### src/rtl/drsstc_pkg.sv
// Shared types and helpers for the DRSSTC interrupter/burst timing blocks.
package drsstc_pkg;

    typedef enum logic [1:0] {
        IDLE,
        ON,
        OFF,
        FAULT
    } state_t;

    // Converts a duration in microseconds into clock cycles.
    function automatic int us_to_cycles(input int us, input int clk_mhz);
        return us * clk_mhz;
    endfunction

    // Largest of three durations, used to size the shared microsecond counter.
    function automatic int max3(input int a, input int b, input int c);
        int m;
        m = (a > b) ? a : b;
        return (m > c) ? m : c;
    endfunction

endpackage

### src/rtl/us_prescaler.sv
// Microsecond prescaler: divides clk by CLK_MHZ and emits a one-cycle us_tick
// on the last count. clr restarts the count so a timed interval begins aligned
// with the event that started it.
module us_prescaler #(
    parameter int CLK_MHZ = 100
) (
    input  logic clk,
    input  logic rst,
    input  logic clr,
    output logic us_tick
);

    localparam int PW = (CLK_MHZ > 1) ? $clog2(CLK_MHZ) : 1;
    localparam logic [PW-1:0] LAST = PW'(CLK_MHZ - 1);

    logic [PW-1:0] count;

    // Free-running 0..CLK_MHZ-1 counter, restarted by clr.
    always_ff @(posedge clk or posedge rst) begin
        if (rst) begin
            count <= '0;
        end else if (clr || count == LAST) begin
            count <= '0;
        end else begin
            count <= count + 1'b1;
        end
    end

    assign us_tick = (count == LAST);

endmodule

### src/rtl/burst_sequencer.sv
// Burst sequencer: turns interrupter trigger edges into bounded, microsecond
// timed enable bursts with an enforced off-time and an overcurrent lockout.
// Optional macro BURST_FAULT_LATCH_EN: the lockout only ends on a fault_clr
// pulse after the hold has expired with ocd low; otherwise it auto-retries.
module burst_sequencer
    import drsstc_pkg::*;
#(
    parameter int CLK_MHZ        = 100,
    parameter int ON_TIME_MAX_US = 200,
    parameter int OFF_MIN_US     = 1000,
    parameter int FAULT_HOLD_US  = 10000,
    parameter int ON_W           = $clog2(ON_TIME_MAX_US + 1)
) (
    input  logic            clk,
    input  logic            rst,
    input  logic            trig,
    input  logic [ON_W-1:0] on_us,
    input  logic            ocd,
    input  logic            fault_clr,
    output logic            en,
    output logic            busy,
    output logic            fault,
    output logic            drop
);

    localparam int CNT_MAX = max3(ON_TIME_MAX_US, OFF_MIN_US, FAULT_HOLD_US);
    localparam int CNT_W   = $clog2(CNT_MAX + 1);

    state_t            state;
    state_t            next_state;
    logic [CNT_W-1:0]  cnt;
    logic [CNT_W-1:0]  cnt_next;
    logic [CNT_W-1:0]  on_eff;
    logic              trig_pre;
    logic              trig_edge;
    logic              drop_next;
    logic              load;
    logic              us_tick;
    logic              expire;

`ifndef BURST_FAULT_LATCH_EN
    logic unused_fault_clr;
    assign unused_fault_clr = fault_clr;
`endif

    assign trig_edge = trig && !trig_pre;
    assign on_eff    = (on_us > ON_W'(ON_TIME_MAX_US)) ? CNT_W'(ON_TIME_MAX_US) : CNT_W'(on_us);
    assign expire    = us_tick && (cnt <= CNT_W'(1));

    us_prescaler #(
        .CLK_MHZ (CLK_MHZ)
    ) u_prescaler (
        .clk     (clk),
        .rst     (rst),
        .clr     (load),
        .us_tick (us_tick)
    );

    // Next-state, counter reload and drop decision; ocd overrides everything.
    always_comb begin
        next_state = state;
        cnt_next   = cnt;
        load       = 1'b0;
        drop_next  = trig_edge;
        if (us_tick && cnt != '0) begin
            cnt_next = cnt - 1'b1;
        end
        if (ocd) begin
            next_state = FAULT;
            cnt_next   = CNT_W'(FAULT_HOLD_US);
            load       = 1'b1;
        end else begin
            case (state)
                IDLE: begin
                    if (trig_edge && on_eff != '0) begin
                        next_state = ON;
                        cnt_next   = on_eff;
                        load       = 1'b1;
                        drop_next  = 1'b0;
                    end
                end
                ON: begin
                    if (expire) begin
                        next_state = OFF;
                        cnt_next   = CNT_W'(OFF_MIN_US);
                        load       = 1'b1;
                    end
                end
                OFF: begin
                    if (expire) begin
                        next_state = IDLE;
                        cnt_next   = '0;
                        load       = 1'b1;
                    end
                end
                FAULT: begin
`ifdef BURST_FAULT_LATCH_EN
                    if (cnt == '0 && fault_clr) begin
`else
                    if (expire) begin
`endif
                        next_state = IDLE;
                        cnt_next   = '0;
                        load       = 1'b1;
                    end
                end
                default: begin
                    next_state = IDLE;
                    cnt_next   = '0;
                    load       = 1'b1;
                end
            endcase
        end
    end

    // State, counter, trigger history and drop pulse registers.
    always_ff @(posedge clk or posedge rst) begin
        if (rst) begin
            state    <= IDLE;
            cnt      <= '0;
            trig_pre <= 1'b1;
            drop     <= 1'b0;
        end else begin
            state    <= next_state;
            cnt      <= cnt_next;
            trig_pre <= trig;
            drop     <= drop_next;
        end
    end

    assign en    = (state == ON);
    assign busy  = (state == ON) || (state == OFF);
    assign fault = (state == FAULT);

endmodule

### config.mk
export PLATFORM = sky130hd
export DESIGN_NAME = burst_sequencer
export DESIGN_NICKNAME = d
export VERILOG_FILES = /design/src/rtl/drsstc_pkg.sv /design/src/rtl/us_prescaler.sv /design/src/rtl/burst_sequencer.sv
export SDC_FILE = /design/constraint.sdc
export NUM_CORES = 1
export LEC_CHECK = 0
export BUFFER_PORTS_ARGS = -buffer_cell sky130_fd_sc_hd__buf_2
export CORE_MARGIN = 2
export CORE_UTILIZATION = 25
export DETAILED_ROUTE_END_ITERATION = 8
export PLACE_DENSITY = 0.4
export REMOVE_ABC_BUFFERS = 1
export SYNTH_ARGS = -nofsm -noshare
export SYNTH_HDL_FRONTEND = slang
export SYNTH_HIERARCHICAL = 1
export SYNTH_SLANG_ARGS = --single-unit
### constraint.sdc
create_clock -name clk -period 2.5 [get_ports clk]
set_input_delay 0.375 -clock clk [delete_from_list [all_inputs] [get_ports clk]]
set_output_delay 0.375 -clock clk [all_outputs]
set_load 0.01 [all_outputs]
# After elaboration in Yosys (flattened, before gate mapping)
# Cells that the tools add are included.
[word_totals]
romBits = 0
input_bits = 13
regBits = 25
memories = 0
wordCells = 49
latchBits = 0
output_inout_bits = 4
ramBits = 0
[classes]
n_div = 0
n_bitwise = 0
n_shift = 0
n_mul = 0
eq_ne = 7
reduce_logical = 13
order_cmp = 2
n_addsub = 2
mux = 20
[op_table]
columns = ["operator", "n"]
rows = [
  ["14-bit 2-to-1 mux", 5],
  ["14-bit case mux with 3 select lines", 1],
  ["14-bit nonzero test", 2],
  ["14-bit by 1-bit <= comparator with 1-bit output, second input constant", 1],
  ["14-bit by 1-bit subtractor with 14-bit output, second input constant", 1],
  ["8-bit > comparator, second input constant", 1],
  ["2-bit 2-to-1 mux", 4],
  ["8-bit 2-to-1 mux", 1],
  ["7-bit by 1-bit adder with 7-bit output, second input constant", 1],
  ["7-bit equality test, second input constant", 1],
  ["7-bit 2-to-1 mux", 1],
  ["1-bit 2-to-1 mux", 6],
  ["2-bit case mux with 3 select lines", 1],
  ["2-bit equality test, second input constant", 2],
  ["1-bit logical AND", 4],
  ["3-bit by 1-bit inequality test with 1-bit output, second input constant", 1],
  ["3-bit by 2-bit inequality test with 1-bit output, second input constant", 1],
  ["3-bit inequality test, second input constant", 1],
  ["3-bit AND reduction", 1],
  ["3-bit OR reduction", 1],
  ["2-bit by 1-bit equality test with 1-bit output, second input constant", 1],
  ["2-bit logical NOT", 1],
  ["1-bit logical OR", 2],
  ["1-bit case mux with 2 select lines", 1],
  ["other kinds (2)", 2],
]

# Longest topological paths before layout
[depth]
ltp_word = 9
depth_mapped = 9
mapped_depth_nobuf = 9

# Cells and area by module
# The synthesis kept the hierarchy.
[by_module_without_submodules]
columns = ["module", "area_per_inst_um2", "cells_per_inst", "instances"]
rows = [
  ["burst_sequencer", 1308.8, 150, 1],
  ["us_prescaler", 347.8, 33, 1],
]

# Worst setup path after synthesis
# OpenSTA, ideal clock, no wires.
[synth_path]
path_kind = "flip-flop to flip-flop"
start = "register u_prescaler.count[0]"
end = "register cnt[9]"
path_stages_with_launch = 10
synth_period_minus_slack_ns = 2.251
path_buffers = 1
setup_slack_ns = 0.249
arrival_time_ns = 2.122
cell_sequence = "dfrtp_1 ha_1 nand4bb_2 nor2_1 or3b_1 clkbuf_1 nor3_1 a21boi_0 and3b_1 o21ai_1"
[synth_via]
elab_chain_cells = 6
[synth_lines]
columns = ["item", "line_no", "text"]
rows = [
  ["from (decl)", "us_prescaler.sv:16", "logic [PW-1:0] count;"],
  ["from (signal assigned)", "us_prescaler.sv:25", "count <= count + 1'b1;"],
  ["7-bit equality test *", "us_prescaler.sv:29", "assign us_tick = (count == LAST);"],
  ["net us_tick", "burst_sequencer.sv:38", "logic us_tick;"],
  ["1-bit logical AND", "burst_sequencer.sv:65", "if (us_tick && cnt != '0) begin"],
  ["14-bit 2-to-1 mux", "burst_sequencer.sv:65", ""],
  ["14-bit 2-to-1 mux (on tied branches)", "-", ""],
  ["14-bit case mux with 3 select lines *", "burst_sequencer.sv:73", "case (state)"],
  ["14-bit 2-to-1 mux *", "burst_sequencer.sv:68", "if (ocd) begin"],
  ["net cnt_next[9]", "burst_sequencer.sv:32", "logic [CNT_W-1:0] cnt_next;"],
  ["to (signal assigned)", "burst_sequencer.sv:125", "cnt <= cnt_next;"],
  ["to (decl)", "burst_sequencer.sv:31", "logic [CNT_W-1:0] cnt;"],
]
# The timed path passes the listed nets; every way through them passes the cells marked *.
# A chain may end at the register's enable or synchronous reset.

# Worst setup path after layout
# Same ends and word-level chain as after synthesis.

==> impl_metrics.yaml <==
outcome:
  status: "finished, final reports clean"
die:
  rows: 29
  ios: 17
  fp.dieW_um: 85.4
  start_util: 0.259
  die_y_um: 85.4
  core_area_um2: 6390
  die_area_um2: 7290
power:
  power_density_nw_per_um2: 652
  p_leak_uw: 0.000763
  ir_drop_mv: 0.454
worst_setup_path:
  rr_worst_depth: 8
  critPathMaxFanout: 5
  regToRegSetupSlack_ns: 0.19
  end_kind: "register"
  critical_path.max_stage_delay_ns: 0.48
  criticalPathCategory: "reg2reg"
  r2r-end: "cnt[9]$_DFF_PP0_"
  r2r_start: "u_prescaler/count[0]$_DFF_PP0_"
  endpoint: "cnt[9]$_DFF_PP0_"
  path_cells: "ha_1 > nand4bb_2 > nor2_1 > or3b_1 > nor3_1 > a21boi_0 > and3b_1 > o21ai_1"
  worstPathArrival_ns: 2.46
  startpoint: "u_prescaler/count[0]$_DFF_PP0_"
  required_ns: 2.65
  start_kind: "register"
  crit_slowest_cell: "or3b_1"
routing:
  wl_um: 4330
  route.met3.wl_um: 122
  drt-met1-wl_um: 2140
  dr.pass1.iters: 4
  drt-wirelength-per-cell_um: 15.3
  ant_nets: 0
  dr_wl_met2_um: 2050
  drc: 0
  vias_per_cell: 5.20
  via_count: 1478
  first_iter_violations: 138
  top_layer_used: "met4"
clock_network:
  postCtsHoldBufs: 0
  clk_pin_slew_worst_paths_ns: 0.11
  insertion_delay_ns: 0.28
  cts_tree: "built"
  clock-sinks: 25
  cts_made_buffers: 3
  clockBufferDepth: 2
  cts_max_level: 1
  post-cts-setup-buffers: 0
  ctsResizeCount: 0
  clock-root-buffer: "clkbuf_8"
sta:
  fmax_ghz: 0.432
  whs_ns: 0.0105
  min_period_over_period: 0.926
  hold_violations: 0
  min_period_ns: 2.31
  slew_headroom: 0.496
  rsz0062_at_grt: "no"
  worst_pin_slew_ns: 0.756
  finClkSkew_ns: 0.0138
  tns_ns: 0
  setup_viol: 0
  final_max_slew_viol_count: 0
cells_and_area:
  fin_area_um2: 1930
  layout_common_cells: "dfrtp_1, nor2_1, buf_2"
  area_growth_pct: 16.3
  drive_gt1_frac: 0.188
  fin_cells: 284
  final_nets: 229
  n_fill_cell: 699
  n_antenna_cell: 0
  final_common_cell: "dfrtp_1"
  area.sequential_um2: 627
  post-route-util: 0.302
  multi_input_area_um2: 970
synth:
  postSynthCellCount: 183
  ys_warn_count: 6
  syn_area_per_cell_um2: 9.05
  ys_seq_area_frac: 0.378
  ys_types: 53
  ys_ff_latch: 25
  synth_edf_count: 0
  synthArstFlopShare: 1.00
  synth-main-ff-cell: "dfrtp_1"
  netlist_area_um2: 1660
global_routing:
  grt_max_degree: 19
  grt_usage: 0.125
  antenna_found_initial: 0
  grt_pass1_vias: 1478
  grt-ovfl-total: 0
  grt_pass1_wl_um: 7270
placement:
  dp_hpwl_um: 3320
  place_area_um2: 1880
  port_buffers: 15
  gp_congestion: 0.774
  place_inst: 280
worst_hold_path:
  min_path_type: "in2async"
job:
  cap_viol_max_count: 0
-- critical path: cells and delay by family (launching register included) --
kind,cells,cell delay (ns)
AO/OA/AOI/OAI,2,0.19
adder cells (fa/ha/maj),1,0.20
flip-flops,1,0.39
AND/OR/NAND/NOR,5,1.40
-- worst min-delay path by stage --
stage                                           to  cells past startpoint
floorplan           u_prescaler/count[0]$_DFF_PP0_                      1
global placement    u_prescaler/count[1]$_DFF_PP0_                      2
detailed placement  u_prescaler/count[1]$_DFF_PP0_                      2
CTS                 u_prescaler/count[1]$_DFF_PP0_                      2
global route        u_prescaler/count[1]$_DFF_PP0_                      2
finish              u_prescaler/count[1]$_DFF_PP0_                      2
-- Yosys cell counts, types with 2 or more instances --
library cell	instances	area share
o21ai_1	2	0.0060
clkbuf_1	4	0.0091
nor2_1	21	0.048
nand2_1	10	0.023
a21oi_1	4	0.012
a311oi_1	3	0.016
inv_1	10	0.023
or3_1	6	0.023
nand3b_1	3	0.014
xnor2_1	4	0.021
o31ai_1	2	0.0091
nand3_1	10	0.030
a211oi_1	3	0.014
a31oi_1	7	0.026
dfrtp_1	24	0.36
o21ai_0	7	0.021
xor2_1	3	0.016
nor4_1	6	0.023
mux2i_1	4	0.024
o41ai_1	2	0.011
ha_1	8	0.060
nor3_1	9	0.027
-- through the flow --
stage / power [uW] / setup slack (ns)
after floorplan: 857 / 0.293
after global placement: 1020 / 0.250
after detailed placement: 1010 / 0.225
after CTS: 1270 / 0.182
after global routing: 1350 / 0.00706
final: 1260 / 0.185
-- logic make-up (layout without fill, tap and decap cells) --
kind of cell | Yosys count | count (layout) | synth area share
mux | 4 | 4 | 0.0242
xor+xnor | 7 | 7 | 0.0370
compound gates | 43 | 43 | 0.194
simple gates | 81 | 81 | 0.270
fa+ha+maj | 8 | 8 | 0.0604
flops | 25 | 25 | 0.378
buf+inv | 15 | 39 | 0.0363
-- flip-flops by register name, summed over array words and instances (netlist names) --
name and count:
trig_pre 1, drop 1, u_prescaler/count 7, state 2
cnt 14
-- where the power goes --
group / switching [uW] / internal, uW / leakage (uW)
clock: 146 / 112 / 0.0000255
combinational: 273 / 186 / 0.000424
sequential: 74.8 / 465 / 0.000314
total: 494 / 762 / 0.000763
-- routing by layer --
| layer | track usage | up-vias |
|---|---|---|
| met5 | 0 | - |
| met4 | 0.0173 | 0 |
| met3 | 0.0282 | 2 |
| met2 | 0.219 | 25 |
| met1 | 0.162 | 720 |
| li1 | - | 731 |
-- cell type report --
type / count / area share
clock buffers: 3 / 0.0214
multi-input cells: 143 / 0.503
repair buffers: 25 / 0.0779
inverters: 10 / 0.0195
clock inverters: 1 / 0.00260
well taps: 77 / 0.0500
flip-flops and latches: 25 / 0.325
(Power assumes the default switching activity.)
